**src/rtl/pwm_pkg.sv**
```systemverilog
// Shared types and helpers for the PWM ramp controller: FSM encoding, duty width,
// and the clamp/ramp arithmetic used by the top level.
package pwm_pkg;

  localparam int unsigned DUTY_W = 8;

  typedef enum logic [1:0] {
    ST_IDLE = 2'd0,
    ST_RUN  = 2'd1,
    ST_RAMP = 2'd2
  } state_t;

  function automatic logic [DUTY_W-1:0] clamp_duty(input logic [DUTY_W-1:0] duty,
                                                   input logic [DUTY_W-1:0] limit);
    return (duty > limit) ? limit : duty;
  endfunction

  // Moves cur one step toward tgt, landing exactly on tgt instead of overshooting.
  function automatic logic [DUTY_W-1:0] ramp_step(input logic [DUTY_W-1:0] cur,
                                                  input logic [DUTY_W-1:0] tgt,
                                                  input logic [DUTY_W-1:0] step);
    if (cur < tgt)
      return ((tgt - cur) <= step) ? tgt : cur + step;
    else
      return ((cur - tgt) <= step) ? tgt : cur - step;
  endfunction

endpackage

```
**src/rtl/pwm_core.sv**
```systemverilog
// Period counter and duty comparator: counts 0..PERIOD-1, flags the last count
// (boundary) and the first count, and compares the count against the applied duty.
module pwm_core
  import pwm_pkg::*;
#(
  parameter int unsigned PERIOD = 100
) (
  input  logic              clk,
  input  logic              rst,
  input  logic              clear,
  input  logic [DUTY_W-1:0] duty,
  output logic              below_duty,
  output logic              boundary,
  output logic              at_zero
);

  localparam logic [DUTY_W-1:0] LAST = DUTY_W'(PERIOD - 1);

  logic [DUTY_W-1:0] cnt;

  always_ff @(posedge clk or posedge rst) begin
    if (rst)
      cnt <= '0;
    else if (clear || boundary)
      cnt <= '0;
    else
      cnt <= cnt + DUTY_W'(1);
  end

  assign boundary   = (cnt == LAST);
  assign at_zero    = (cnt == '0);
  assign below_duty = (cnt < duty);

endmodule

```
**src/rtl/pwm_ramp_ctrl.sv**
```systemverilog
// PWM generator with soft ramping of the duty toward a handshaked target; the duty
// only changes at period boundaries so each period is generated with a single duty.
module pwm_ramp_ctrl
  import pwm_pkg::*;
#(
  parameter int unsigned PERIOD = 100,
  parameter int unsigned STEP   = 1
) (
  input  logic              clk,
  input  logic              rst,
  input  logic              enable,
  input  logic              cfg_valid,
  input  logic [DUTY_W-1:0] cfg_duty,
  output logic              cfg_ready,
  output logic              signal,
  output logic [DUTY_W-1:0] duty_cur,
  output logic              period_start,
  output logic              ramp_done
);

  localparam logic [DUTY_W-1:0] PERIOD_D = DUTY_W'(PERIOD);
  localparam logic [DUTY_W-1:0] STEP_D   = DUTY_W'(STEP);

  state_t            state;
  logic [DUTY_W-1:0] target;
  logic [DUTY_W-1:0] cfg_clamped;
  logic [DUTY_W-1:0] target_eff;
  logic [DUTY_W-1:0] duty_next;
  logic              handshake;
  logic              clear;
  logic              below_duty;
  logic              boundary;
  logic              at_zero;

  assign cfg_ready   = (state != ST_RAMP);
  assign handshake   = cfg_valid && cfg_ready;
  assign cfg_clamped = clamp_duty(cfg_duty, PERIOD_D);
  assign target_eff  = handshake ? cfg_clamped : target;
  assign duty_next   = ramp_step(duty_cur, target, STEP_D);

  // Counter is held at 0 in idle and zeroed on the same edge that drops to idle.
  assign clear = (state == ST_IDLE) || !enable;

  pwm_core #(
    .PERIOD(PERIOD)
  ) u_core (
    .clk        (clk),
    .rst        (rst),
    .clear      (clear),
    .duty       (duty_cur),
    .below_duty (below_duty),
    .boundary   (boundary),
    .at_zero    (at_zero)
  );

  assign signal       = (state != ST_IDLE) && below_duty;
  assign period_start = (state != ST_IDLE) && at_zero;

  always_ff @(posedge clk or posedge rst) begin
    if (rst) begin
      state     <= ST_IDLE;
      duty_cur  <= '0;
      target    <= '0;
      ramp_done <= 1'b0;
    end else begin
      ramp_done <= 1'b0;
      if (handshake)
        target <= cfg_clamped;
      case (state)
        ST_IDLE: begin
          duty_cur <= '0;
          if (enable)
            state <= (target_eff != '0) ? ST_RAMP : ST_RUN;
        end
        ST_RUN: begin
          if (!enable) begin
            state    <= ST_IDLE;
            duty_cur <= '0;
          end else if (handshake && (cfg_clamped != duty_cur)) begin
            // A handshake on a boundary leaves that boundary's duty untouched;
            // the first ramp step happens at the following boundary.
            state <= ST_RAMP;
          end
        end
        ST_RAMP: begin
          if (!enable) begin
            state    <= ST_IDLE;
            duty_cur <= '0;
          end else if (boundary) begin
            duty_cur <= duty_next;
            if (duty_next == target) begin
              state     <= ST_RUN;
              ramp_done <= 1'b1;
            end
          end
        end
        default: begin
          state    <= ST_IDLE;
          duty_cur <= '0;
        end
      endcase
    end
  end

endmodule

```
**config.mk**
```make
export PLATFORM = sky130hd
export DESIGN_NAME = pwm_ramp_ctrl
export DESIGN_NICKNAME = d
export VERILOG_FILES = /design/src/rtl/pwm_pkg.sv /design/src/rtl/pwm_core.sv /design/src/rtl/pwm_ramp_ctrl.sv
export SDC_FILE = /design/constraint.sdc
export NUM_CORES = 1
export LEC_CHECK = 0
export CAP_MARGIN = 10
export CORE_MARGIN = 2
export CORE_UTILIZATION = 55
export DETAILED_ROUTE_END_ITERATION = 8
export GPL_TIMING_DRIVEN = 0
export PLACE_DENSITY = 0.8
export SYNTH_ARGS = -nofsm -noshare
export SYNTH_HDL_FRONTEND = slang
export SYNTH_SLANG_ARGS = --single-unit
```
**constraint.sdc**
```tcl
create_clock -name clk -period 6.85 [get_ports clk]
set_input_delay 0.685 -clock clk [delete_from_list [all_inputs] [get_ports clk]]
set_output_delay 0.685 -clock clk [all_outputs]
set_load 0.03 [all_outputs]
```
==> impl_summary.md <==
Clock tree
The latest clock arrival within the worst-skew pair is 0.30 ns. The number of buffers added to fix hold violations after cts is 0. In this run the post-CTS setup repair buffer count came out at 0.

The number of sinks driven by the clock tree is 27. The post-CTS resize count is 0. TritonCTS created 3 clock buffers. After clock tree synthesis, the clock-pin slew on the worst setup and hold paths is 0.11 ns. The CTS tree is done. The level count of the clock H-tree is 1.

The clock passes through at most 2 buffers. The cell sitting at the root of the clock tree is a sky130_fd_sc_hd__clkbuf_8.

Cells and area
After the last flow step, the layout net total stands at 429. Relative to the synthesized area, the layout overhead comes to 12.3%. Cells fill 63.7% of the core in the end. The repair_antennas step left the layout with diodes totalling 0. The fraction of final layout cells with drive strength greater than 1 is 5.93%. The filler cells instantiated in the layout total 468.

Synthesis
The area fraction in compound gates after synthesis is 23.9%. Counting instances in the post-synthesis netlist gives the leading cell types as 33 x sky130_fd_sc_hd__nand2_1, 33 x sky130_fd_sc_hd__o21ai_0, 30 x sky130_fd_sc_hd__nor2_1. The top cell type's share of synthesized area is 23.3%. Multiplexer cells account for 1.38% of the synthesized area.

The synthesized netlist net count is 402. The synthesized cell area is 2900 µm². The cell count after synthesis came out at 362. Of the total synthesized cell area, the portion taken by XOR and XNOR cells is 9.93%. After synthesis the netlist holds a flip-flop and latch count of 27. The total number of yosys warnings is 0. The synthesized-area fraction occupied by adder cells is 12.6%.

The largest area contributor in the netlist is sky130_fd_sc_hd__dfrtp_1. After synthesis, the largest family of logic cells by area is compound AO/OA/AOI/OAI gates. The basic-gate share of the synthesized area counting and, or, nand and nor cells is 23.0%.

The average cell area after synthesis is 8.00 µm². The synthesized design contains 0 enable-type register cells. The count of different cell masters after synthesis is 61. Summing the sequential cell areas from Yosys gives 23.3% of the chip area. Ranked by total cell area, the synthesized netlist is headed by sky130_fd_sc_hd__dfrtp_1 23%, sky130_fd_sc_hd__ha_1 11%, sky130_fd_sc_hd__xnor2_1 7.3%.

The async set or reset register ratio after synthesis is 100%. The primary flip-flop cell chosen by synthesis mapping is sky130_fd_sc_hd__dfrtp_1.

Routing
The total routed wirelength is 7690 µm. For this block, the initial DRC count from the detailed router was 343. The number of detailed-route iterations in the first pass is 5. Across all layers, the routed design uses 2,835 vias. Dividing the detail-routed wire length by the instance count gives 16.8 µm. In the routed layout, each cell is associated on average with a via count of 6.19. In the routed design, unresolved DRC markers number 0. The number of nets with antenna violations after routing is 0.

Die
The area of the die is 5870 µm². Once the floorplan was initialized, standard cells occupied 56.7% of the core. The placeable core region is 5110 µm². The die is 76.6 µm wide. From bottom edge to top edge, the die measures 76.6 µm. The site row count is 26. In this run the count of I/O pins placed on the die edge is 24.

Worst setup path
The length in cells of the worst reg-to-reg path is 12. The signal on the critical path passes through inv_1 > ha_1 > a21o_1 > a21o_1 > a21oi_1 > nor2b_1 > o21ai_0 > nand2b_1 > a31oi_1 > clkdlybuf4s50_1. Across all register-to-register paths, the minimum setup slack is 3.19 ns.

The critical path capture point type is a primary output. The data arrival time of the critical path is 3.19 ns. The capture point of the worst reg-to-reg path is state[1]$_DFFE_PP0P_.

Among the stages of the critical path, the cell type that occurs most often is sky130_fd_sc_hd__a21o_1. Following the worst setup path forward leads to its endpoint at signal. The category of the worst setup path launch point is a flop. The peak fanout along the critical path is 9. Data on the critical path is required at its endpoint by 6.16 ns. Tracing the worst setup path back leads to its startpoint at duty_cur[1]$_DFFE_PP0P_. For this design, the slowest cell found on the critical path is sky130_fd_sc_hd__clkdlybuf4s50_1. For this run, the slowest stage of the critical path takes 0.70 ns. The critical path in this run is classified as reg -> out. The source of the worst register-to-register timing path is duty_cur[5]$_DFFE_PP0P_.

Timing
The number of hold-slack violations in the final timing report is 0. The clock arrives with 0.00837 ns of skew. The final setup violation count is 0. The minimum clock period after layout is 3.87 ns. The max-slew violation count is 0. The worst relative slew slack is 30.3%. After layout, the worst path uses 56.5% of the clock period. The maximum clock rate is 258 MHz. Setup repair after global routing left no endpoint under its margin. For the final routed database, the setup TNS stands at 0 ns.

The worst setup slack after layout is 2.98 ns. At the pin with the least slew margin, the transition time is 1.04 ns.

Outcome
The flow ran to the end, and the final reports show no timing, DRC or antenna violations.

Placement
Once detailed placement completed, the half-perimeter wirelength came to 5830 µm. During placement, the flow inserted port buffers numbering 22. The global placement routability congestion is 1.02. The worst slack at placement is 3.25 ns.

Power and ir drop
The leakage power figure is 1.32 nW. Dividing total power by cell area gives a power density of 278 nW/µm². The maximum vdd drop is 0.140 mV.

Global routing
For this run the aggregate overflow at the end of global routing stands at 0. The largest net degree at the start of global routing is 28. The global-route wire length before repair is 12,800 µm.

The via count of the first global-routing pass came to 2,653. For this run, the total global-route usage over all layers was measured as 26.9%. The number of antenna violations at the first check in global routing is 0.

Flow run
Max-cap violations in this run came to 0.

Hold path
The classification of the worst-slack hold path is reg -> reg.
## worst min-delay path by stage
stage                                        from                      end  slack [ns]  cells past startpoint
after floorplan           u_core.cnt[0]$_DFF_PP0_  u_core.cnt[0]$_DFF_PP0_        0.48                      1
after global placement    u_core.cnt[0]$_DFF_PP0_  u_core.cnt[0]$_DFF_PP0_        0.51                      1
after detailed placement  u_core.cnt[0]$_DFF_PP0_  u_core.cnt[0]$_DFF_PP0_        0.52                      1
after CTS                 u_core.cnt[0]$_DFF_PP0_  u_core.cnt[0]$_DFF_PP0_        0.54                      1
after global routing      u_core.cnt[0]$_DFF_PP0_  u_core.cnt[0]$_DFF_PP0_        0.58                      1
final                     u_core.cnt[0]$_DFF_PP0_  u_core.cnt[0]$_DFF_PP0_        0.54                      1
## cells in the final DEF (no fill, tap or decap), types with 15 or more instances in the layout
master,Yosys,routed
sky130_fd_sc_hd__o21ai_0,33,33
sky130_fd_sc_hd__inv_1,24,24
sky130_fd_sc_hd__dfrtp_1,27,27
sky130_fd_sc_hd__clkdlybuf4s50_1,0,22
sky130_fd_sc_hd__ha_1,26,26
sky130_fd_sc_hd__nor2_1,30,30
sky130_fd_sc_hd__nand2_1,33,33
sky130_fd_sc_hd__nand3_1,15,15
sky130_fd_sc_hd__a21oi_1,26,26
sky130_fd_sc_hd__xnor2_1,24,24
## per-stage QoR
| stage | instances | power, mW | hold slack (ns) | cell area, µm² |
|---|---|---|---|---|
| 2_1_floorplan | 362 | 0.652 | 0.478 | 2900 |
| 3_3_place_gp | 454 | 0.780 | 0.508 | 3210 |
| 3_5_place_dp | 454 | 0.791 | 0.523 | 3210 |
| 4_1_cts | 458 | 0.894 | 0.537 | 3250 |
| 5_1_grt | 458 | 0.974 | 0.582 | 3250 |
| 6_report | 458 | 0.905 | 0.540 | 3250 |
## kinds of logic after synthesis
| logic type | Yosys count |
|---|---|
| flip-flops | 27 |
| AND/OR/NAND/NOR | 128 |
| XOR/XNOR | 32 |
| multiplexers | 4 |
| buffers and inverters | 40 |
| AO/OA/AOI/OAI | 103 |
| adder cells (fa/ha/maj) | 28 |
## power breakdown
part           switching, mW  internal (mW)
registers             0.0528          0.186
logic                  0.341          0.223
clock network         0.0602         0.0417
total                  0.454          0.450
## worst max-delay path: cells and delay by family (launching register included)
| kind | cells | cell delay, ns |
|---|---|---|
| adder cells (fa/ha/maj) | 1 | 0.36 |
| buffers and inverters | 2 | 1.00 |
| flip-flops | 1 | 0.63 |
| AND/OR/NAND/NOR | 2 | 0.12 |
| AO/OA/AOI/OAI | 5 | 0.76 |
## cell type report
type	instances	area, µm²	share of cell area, %
Multi-Input combinational cell	295	2050	63.1
Clock inverter	1	7.51	0.231
Sequential cell	27	676	20.8
Inverter	26	97.6	3.00
Buffer	14	72.6	2.23
Clock buffer	3	41.3	1.27
Timing Repair Buffer	22	220	6.77
Tap cell	70	87.6	2.69
## sequential cells by signal, summed over array words and instances, names as in the netlist
name,count
duty_cur,8
target,8
u_core.cnt,8
state,2
ramp_done,1
## layer usage
layer,track usage [%],wire length (µm)
met1,37.0,3370
met3,2.61,449
met4,8.91,142
met5,0,0
met2,44.6,3730
(Power assumes the default switching activity.)
